--- config.mk ---
export PLATFORM = sky130hd
export DESIGN_NAME = led_mode_ctrl
export DESIGN_NICKNAME = d
export VERILOG_FILES = /design/src/rtl/led_mode_pkg.sv /design/src/rtl/btn_debounce.sv /design/src/rtl/led_mode_ctrl.sv
export SDC_FILE = /design/constraint.sdc
export NUM_CORES = 1
export LEC_CHECK = 0
export BUFFER_PORTS_ARGS = -buffer_cell sky130_fd_sc_hd__buf_2
export CAP_MARGIN = 20
export CORE_UTILIZATION = 28
export CTS_CLUSTER_SIZE = 20
export DETAILED_ROUTE_END_ITERATION = 12
export REMOVE_ABC_BUFFERS = 1
export SLEW_MARGIN = 30
export SYNTH_ARGS = -nofsm -noshare
export SYNTH_HDL_FRONTEND = slang
export SYNTH_SLANG_ARGS = --single-unit
export TNS_END_PERCENT = 100
--- constraint.sdc ---
create_clock -name clk -period 3 [get_ports clk]
set_input_delay 0 -clock clk [delete_from_list [all_inputs] [get_ports clk]]
set_output_delay 0 -clock clk [all_outputs]
set_load 0.05 [all_outputs]
--- src/rtl/led_mode_pkg.sv ---
// led_mode_pkg: shared types and constants for the LED mode controller.
//   mode_e    - operating mode, encoded to match the 2-bit mode output
//   MODE_W    - width of the mode encoding
//   next_mode - mode that follows a given mode on each advance (wraps FAST -> OFF)
package led_mode_pkg;

  localparam int unsigned MODE_W = 2;

  typedef enum logic [MODE_W-1:0] {
    MODE_OFF  = 2'd0,
    MODE_ON   = 2'd1,
    MODE_SLOW = 2'd2,
    MODE_FAST = 2'd3
  } mode_e;

  function automatic mode_e next_mode(input mode_e i_mode);
    mode_e w_next;
    case (i_mode)
      MODE_OFF:  w_next = MODE_ON;
      MODE_ON:   w_next = MODE_SLOW;
      MODE_SLOW: w_next = MODE_FAST;
      default:   w_next = MODE_OFF;
    endcase
    return w_next;
  endfunction

endpackage

--- src/rtl/btn_debounce.sv ---
// btn_debounce: 2-flop synchronizer followed by a counting debouncer.
//   i_clk, i_rst : clock, asynchronous active-high reset
//   i_btn        : raw asynchronous button (1 = pressed)
//   o_level      : debounced level (0 = released after reset)
//   o_rise       : registered one-cycle strobe, set together with a 0->1 level change
//   o_fall       : registered one-cycle strobe, set together with a 1->0 level change
module btn_debounce #(
  parameter int unsigned DEBOUNCE_CYC = 500000
) (
  input  logic i_clk,
  input  logic i_rst,
  input  logic i_btn,
  output logic o_level,
  output logic o_rise,
  output logic o_fall
);

  // Counter only needs to reach DEBOUNCE_CYC-1; DEBOUNCE_CYC >= 2 keeps CNT_W >= 1.
  localparam int unsigned CNT_W = $clog2(DEBOUNCE_CYC);

  logic [1:0]       r_sync;
  logic             r_level;
  logic             r_rise;
  logic             r_fall;
  logic [CNT_W-1:0] r_cnt;

  // Synchronizer, debounce counter and edge strobes.
  always_ff @(posedge i_clk or posedge i_rst) begin
    if (i_rst) begin
      r_sync  <= 2'b00;
      r_level <= 1'b0;
      r_rise  <= 1'b0;
      r_fall  <= 1'b0;
      r_cnt   <= '0;
    end else begin
      r_sync <= {r_sync[0], i_btn};
      r_rise <= 1'b0;
      r_fall <= 1'b0;
      if (r_sync[1] == r_level) begin
        // Any agreeing sample restarts the stability window.
        r_cnt <= '0;
      end else if (r_cnt == CNT_W'(DEBOUNCE_CYC - 1)) begin
        r_cnt   <= '0;
        r_level <= r_sync[1];
        r_rise  <= r_sync[1];
        r_fall  <= ~r_sync[1];
      end else begin
        r_cnt <= r_cnt + CNT_W'(1);
      end
    end
  end

  assign o_level = r_level;
  assign o_rise  = r_rise;
  assign o_fall  = r_fall;

endmodule

--- src/rtl/led_mode_ctrl.sv ---
// led_mode_ctrl: single-button LED mode controller (OFF -> ON -> SLOW -> FAST -> OFF).
//   clk, rst    : clock, asynchronous active-high reset
//   btn         : raw asynchronous button (1 = pressed)
//   led         : registered LED drive (1 = lit)
//   mode        : registered current mode (0 OFF, 1 ON, 2 BLINK_SLOW, 3 BLINK_FAST)
//   press_pulse : registered one-cycle strobe per accepted debounced press
// Build option: define LED_MODE_LONG_PRESS_EN to advance on short-press release and
// force OFF on a long hold; otherwise the mode advances on each debounced press.
module led_mode_ctrl
  import led_mode_pkg::*;
#(
  parameter int unsigned DEBOUNCE_CYC = 500000,
  parameter int unsigned LONG_CYC     = 50000000,
  parameter int unsigned SLOW_HALF    = 25000000,
  parameter int unsigned FAST_HALF    = 5000000
) (
  input  logic              clk,
  input  logic              rst,
  input  logic              btn,
  output logic              led,
  output logic [MODE_W-1:0] mode,
  output logic              press_pulse
);

  localparam int unsigned BLINK_W = (SLOW_HALF > 1) ? $clog2(SLOW_HALF) : 1;

  logic               w_level;
  logic               w_rise;
  logic               w_fall;
  logic               w_advance;
  logic               w_long_hit;
  logic [BLINK_W-1:0] w_half_m1;

  mode_e              r_mode;
  logic               r_led;
  logic               r_press;
  logic [BLINK_W-1:0] r_blink_cnt;

  btn_debounce #(
    .DEBOUNCE_CYC(DEBOUNCE_CYC)
  ) u_debounce (
    .i_clk  (clk),
    .i_rst  (rst),
    .i_btn  (btn),
    .o_level(w_level),
    .o_rise (w_rise),
    .o_fall (w_fall)
  );

`ifdef LED_MODE_LONG_PRESS_EN
  localparam int unsigned HOLD_W = $clog2(LONG_CYC + 1);

  logic [HOLD_W-1:0] r_hold;

  // Hold duration of the current debounced press, saturating at LONG_CYC.
  always_ff @(posedge clk or posedge rst) begin
    if (rst) begin
      r_hold <= '0;
    end else if (w_fall) begin
      r_hold <= '0;
    end else if (w_level && (r_hold != HOLD_W'(LONG_CYC))) begin
      r_hold <= r_hold + HOLD_W'(1);
    end
  end

  // Fires once, on the cycle the hold count steps onto LONG_CYC.
  assign w_long_hit = w_level && (r_hold == HOLD_W'(LONG_CYC - 1));
  // A release that follows a long hold has already acted, so it is ignored.
  assign w_advance  = w_fall && (r_hold != HOLD_W'(LONG_CYC));
`else
  // Level, fall strobe and hold limit only matter to the long-press build.
  logic w_unused;
  assign w_unused   = &{1'b0, w_level, w_fall, LONG_CYC[0]};
  assign w_long_hit = 1'b0;
  assign w_advance  = w_rise;
`endif

  assign w_half_m1 = (r_mode == MODE_SLOW) ? BLINK_W'(SLOW_HALF - 1) : BLINK_W'(FAST_HALF - 1);

  // Mode FSM with registered LED and press strobe; mode changes outrank blink toggles.
  always_ff @(posedge clk or posedge rst) begin
    if (rst) begin
      r_mode      <= MODE_OFF;
      r_led       <= 1'b0;
      r_press     <= 1'b0;
      r_blink_cnt <= '0;
    end else begin
      r_press <= w_rise;
      if (w_long_hit) begin
        r_mode      <= MODE_OFF;
        r_led       <= 1'b0;
        r_blink_cnt <= '0;
      end else if (w_advance) begin
        r_mode      <= next_mode(r_mode);
        // ON and both blink modes start lit; only OFF is dark.
        r_led       <= (next_mode(r_mode) != MODE_OFF);
        r_blink_cnt <= '0;
      end else if ((r_mode == MODE_SLOW) || (r_mode == MODE_FAST)) begin
        if (r_blink_cnt == w_half_m1) begin
          r_blink_cnt <= '0;
          r_led       <= ~r_led;
        end else begin
          r_blink_cnt <= r_blink_cnt + BLINK_W'(1);
        end
      end
    end
  end

  assign led         = r_led;
  assign mode        = r_mode;
  assign press_pulse = r_press;

endmodule

---- After elaboration in Yosys (flattened, before gate mapping) ----
Index checks and enable logic that the tools add are counted.
word-level totals
  register bits ........................... 52
  word-level logic and storage cells ...... 38
  bits of input ports ..................... 3
operators by class
  equal/unequal tests ..................... 6
  add/sub/neg operators ................... 2
  bitwise logic cells ..................... 2
  multiplexer cells ....................... 13
  reductions and logical operators ........ 7
operators with widths
  kind                                                                   number
  25-bit 2-to-1 mux                                                      4
  19-bit 2-to-1 mux                                                      2
  25-bit by 1-bit adder with 25-bit output, second input constant        1
  25-bit equality test                                                   1
  19-bit by 1-bit adder with 19-bit output, second input constant        1
  19-bit equality test, second input constant                            1
  2-bit one-hot mux with 3 select lines                                  1
  2-bit nonzero test                                                     3
  1-bit 2-to-1 mux                                                       5
  2-bit equality test, second input constant                             2
  2-bit AND reduction                                                    2
  2-bit by 1-bit equality test with 1-bit output, second input constant  1
  2-bit logical NOT                                                      1
  2-bit 2-to-1 mux                                                       1
  1-bit inverter                                                         2
  1-bit equality test                                                    1
  1-bit logical OR                                                       1

---- Longest topological paths before layout ----
  depth in word-level cells ............... 6
  depth in mapped cells ................... 8
  depth with buffers taken out ............ 7

---- Cells and area by module ----
Synthesis repeated with hierarchy kept, for this count alone.
second synthesis, totals
  cells, all modules ...................... 274
  area, all modules ....................... 2837.7 um^2
by module, submodules not included
  module         area each (um^2)  times used  cells an instance
  led_mode_ctrl  1645.3            1           164
  btn_debounce   1192.4            1           110

---- Worst setup path after synthesis ----
OpenSTA, ideal clock, no wires.
  path kind ............................... register -> register
  from .................................... register r_mode[0], in the netlist mode[0]
  to ...................................... register r_blink_cnt[11]
  path slack .............................. 0.354 ns
  clock period less this slack ............ 2.646 ns
  arrival time ............................ 2.526 ns
  stages on the path, launching flop included .. 9
  cells stage by stage .................... dfrtp_1 > inv_1 > ha_1 > or4_1 > or4b_4 > a211oi_2 > or2_2 > buf_6 > nor2_1
on the way
  cells in the longest elaborated chain, start to end .. 6
RTL lines
  what                    line                                      source
  start, declared         led_mode_ctrl.sv:34                       mode_e r_mode;
  start signal, assigned  led_mode_ctrl.sv:94                       r_mode <= next_mode(r_mode);
  2-bit equality test     led_mode_ctrl.sv:78, led_mode_ctrl.sv:98
  25-bit 2-to-1 mux       led_mode_ctrl.sv:78                       assign w_half_m1 = (r_mode == MODE_SLOW) ? BLINK_W'(SLOW_HALF - 1) : BLINK_W'(FAST_HALF - 1);
  25-bit equality test    led_mode_ctrl.sv:99                       if (r_blink_cnt == w_half_m1) begin
  25-bit 2-to-1 mux       led_mode_ctrl.sv:99
  25-bit 2-to-1 mux       led_mode_ctrl.sv:98                       end else if ((r_mode == MODE_SLOW) || (r_mode == MODE_FAST)) begin
  25-bit 2-to-1 mux       led_mode_ctrl.sv:93                       end else if (w_advance) begin
  end signal, assigned    led_mode_ctrl.sv:103                      r_blink_cnt <= r_blink_cnt + BLINK_W'(1);
  end, declared           led_mode_ctrl.sv:37                       logic [BLINK_W-1:0] r_blink_cnt;
Parallel ways exist; a longest one is shown, timed or not. The select of a mux whose other input is x is not followed.
A chain may end at the register's enable or synchronous reset.

---- Worst setup path after layout ----
  from .................................... register r_mode[0], in the netlist mode[0]
  to ...................................... register r_blink_cnt[15]
Same word-level chain as after synthesis.

==> impl_metrics.json <==
{
  "status": "finished clean",
  "grt.busiest_layer": "met2",
  "io-pin-count": 7,
  "nFillCells": 948,
  "vias": 1781,
  "ys_seq_area_share_pct": 50.36,
  "avgSynthCellArea_um2": 9.862,
  "cts_tree": "yes",
  "start_util_pct": 29.20,
  "clkSlewWorstSetupHoldPaths_ps": 100,
  "hp-class": "in -> async",
  "slew_violations": 0,
  "setup_tns_ps": 0,
  "synthesis.area_um2": 2584,
  "cp.required_ps": 3190,
  "yosysWarningCount": 0,
  "cts.repair.resized": 0,
  "grt_pass1_vias": 1817,
  "nets": 283,
  "cap_violations": 0,
  "port-buffer-count": 6,
  "antenna_found_initial": 0,
  "final-setup-viol-count": 0,
  "max_freq_mhz": 389.6,
  "seqCellArea_um2": 1301,
  "worst_clock_skew_ps": 8.603,
  "grt_max_degree": 53,
  "clock_path_buffers": 2,
  "overflow": 0,
  "fin_area_um2": 2868,
  "worstMarginPinSlew_ps": 626.0,
  "area_growth_pct": 10.99,
  "cp.arrival_ps": 2760,
  "gp_congestion": 0.7629,
  "antenna_left": 0,
  "power.density_nw_per_um2": 425.3,
  "met1_usage_pct": 14.35,
  "hold_buffers": 2,
  "drcViolationCount": 0,
  "grt_util_all_layers_pct": 10.83,
  "grt_pass1_wl_mm": 8.314,
  "dp_cells": 373,
  "die_area_um2": 9616,
  "postPlaceCellArea_um2": 2736,
  "cts_buffers": 5,
  "period_needed_ps": 2567,
  "layout-drive-gt1-share_pct": 9.818,
  "period_share_pct": 85.55,
  "drt-vias-per-instance": 4.650,
  "antenna_cells": 0,
  "layout_setup_ws_ps": 433.5,
  "rsz0062_at_grt": "false",
  "dr.pass1.iters": 4,
  "fp.dieW_um": 98.06,
  "rows": 34,
  "ys_ff_latch": 52,
  "hpwl_mm": 3.155,
  "slew_headroom_pct": 58.27,
  "worstSetupPathType": "reg -> reg",
  "place_ws_ps": 416.9,
  "instances_no_fill": 383,
  "drt-total-wl_mm": 4.594,
  "h-tree-depth": 2,
  "async_reset_ff_share_pct": 100.0,
  "yosysUniqueCellTypes": 38,
  "path_max_fanout": 20,
  "wl_per_cell_um": 11.99,
  "synthCells": 262,
  "core_um2": 8848,
  "root_buffer": "clkbuf_8",
  "drtIter0Drc": 63,
  "finalHoldViolations": 0,
  "end_kind": "flop",
  "grt_use_met2_pct": 17.28,
  "multiInputGateArea_um2": 1219,
  "cts.sinks": 52,
  "synth_edf_count": 0,
  "cp-start-kind": "flop",
  "post_cts_buffers": 0,
  "use_met3_pct": 2.147,
  "clock_latency_ps": 310,
  "vdd_drop_max_mv": 0.2741,
  "die_h_um": 98.06,
  "yosys_most_used_dff": "dfrtp_1",
  "p_leak_uw": 0.001261
}
layout make-up:
type	count	share of cell area (%)
Inverter	7	1.003
Clock buffer	5	2.400
Tap cell	108	4.712
Sequential cell	52	45.38
Timing Repair Buffer	11	2.531
Multi-Input combinational cell	197	42.50
Clock inverter	3	1.483
Yosys cell counts, drive strengths merged, types with 2 or more instances:
library cell | n | area share [%]
nand4 | 8 | 1.9
mux2i | 2 | 0.77
nor4bb | 2 | 0.77
clkbuf | 4 | 0.58
and3 | 5 | 1.3
dfrtp | 52 | 50
nor2 | 55 | 8.0
ha | 6 | 2.9
nor2b | 2 | 0.48
buf | 2 | 0.87
nand2 | 18 | 2.6
a21oi | 2 | 0.39
nor3 | 5 | 0.97
or2 | 3 | 0.73
nand3 | 22 | 4.3
inv | 7 | 1.0
or3 | 3 | 0.73
nor4 | 3 | 0.73
or4 | 2 | 0.58
and4 | 4 | 1.4
xor2 | 23 | 7.8
xnor2 | 18 | 6.1
power breakdown:
| group | internal, uW | leakage, uW | switching [uW] |
|---|---|---|---|
| Clock | 247 | 0.0000541 | 236 |
| Combinational | 7.04 | 0.000487 | 20.8 |
| Sequential | 705 | 0.000720 | 3.92 |
| Total | 959 | 0.00126 | 261 |
through the flow:
step	total power (uW)	hold slack, ps	utilization, %
floorplan	741.3	31.43	-
global placement	749.8	128.3	30.90
detailed placement	750.4	124.3	30.92
CTS	1244	329.8	32.41
global route	1276	332.5	32.41
finish	1220	322.7	32.41
routing by layer:
layer  share of wire, %  vias to the layer above
met5                  0                        -
met4                1.2                        0
met3                1.9                        5
met2                 46                       13
met1                 51                      853
li1                   -                      910
cell usage in the layout (no fill, tap or decap), drive strengths merged, types with 4 or more instances in the layout:
master | netlist | routed
dfrtp | 52 | 52
and4 | 4 | 4
nand3 | 22 | 22
inv | 7 | 7
and3 | 5 | 5
clkbuf | 4 | 5
nor2 | 55 | 55
buf | 2 | 9
nor3 | 5 | 5
nand4 | 8 | 8
xnor2 | 18 | 18
nand2 | 18 | 18
ha | 6 | 6
xor2 | 23 | 23
worst paths after layout:
path	end	startpoint	depth (start not counted)	slack [ps]
setup reg to reg	r_blink_cnt[15]	mode[0]	7	430
max in group asynchronous	u_debounce.r_cnt[4]	rst	3	2260
hold / removal	mode[1]	rst	3	320
setup / recovery	r_blink_cnt[15]	mode[0]	7	430
hold reg to reg	u_debounce.r_sync[1]	u_debounce.r_sync[0]	0	370
min in group clk	u_debounce.r_sync[0]	btn	2	340
critical path: stages, from the launching register on:
cell,delay [ps]
dfrtp_1,400
inv_1,90
ha_1,270
or4_1,410
or4b_4,530
a211oi_2,240
or2_2,390
nor2_1,110
flip-flops by register name, indices dropped and copies added (netlist names):
name / cells
mode: 2
press_pulse: 1
u_debounce.o_level: 1
u_debounce.r_sync: 2
r_blink_cnt: 25
led: 1
u_debounce.o_rise: 1
u_debounce.r_cnt: 19
kinds of logic (layout without fill, tap and decap cells):
group	count (synthesis)	in the layout	synth area share (%)
AND/OR/NAND/NOR	137	137	26.30
flip-flops	52	52	50.36
XOR/XNOR	41	41	13.90
multiplexers	3	3	1.211
AO/OA/AOI/OAI	10	10	2.857
adder cells (fa/ha/maj)	6	6	2.905
buffers and inverters	13	26	2.470
Power figures use the tool's default switching activity.
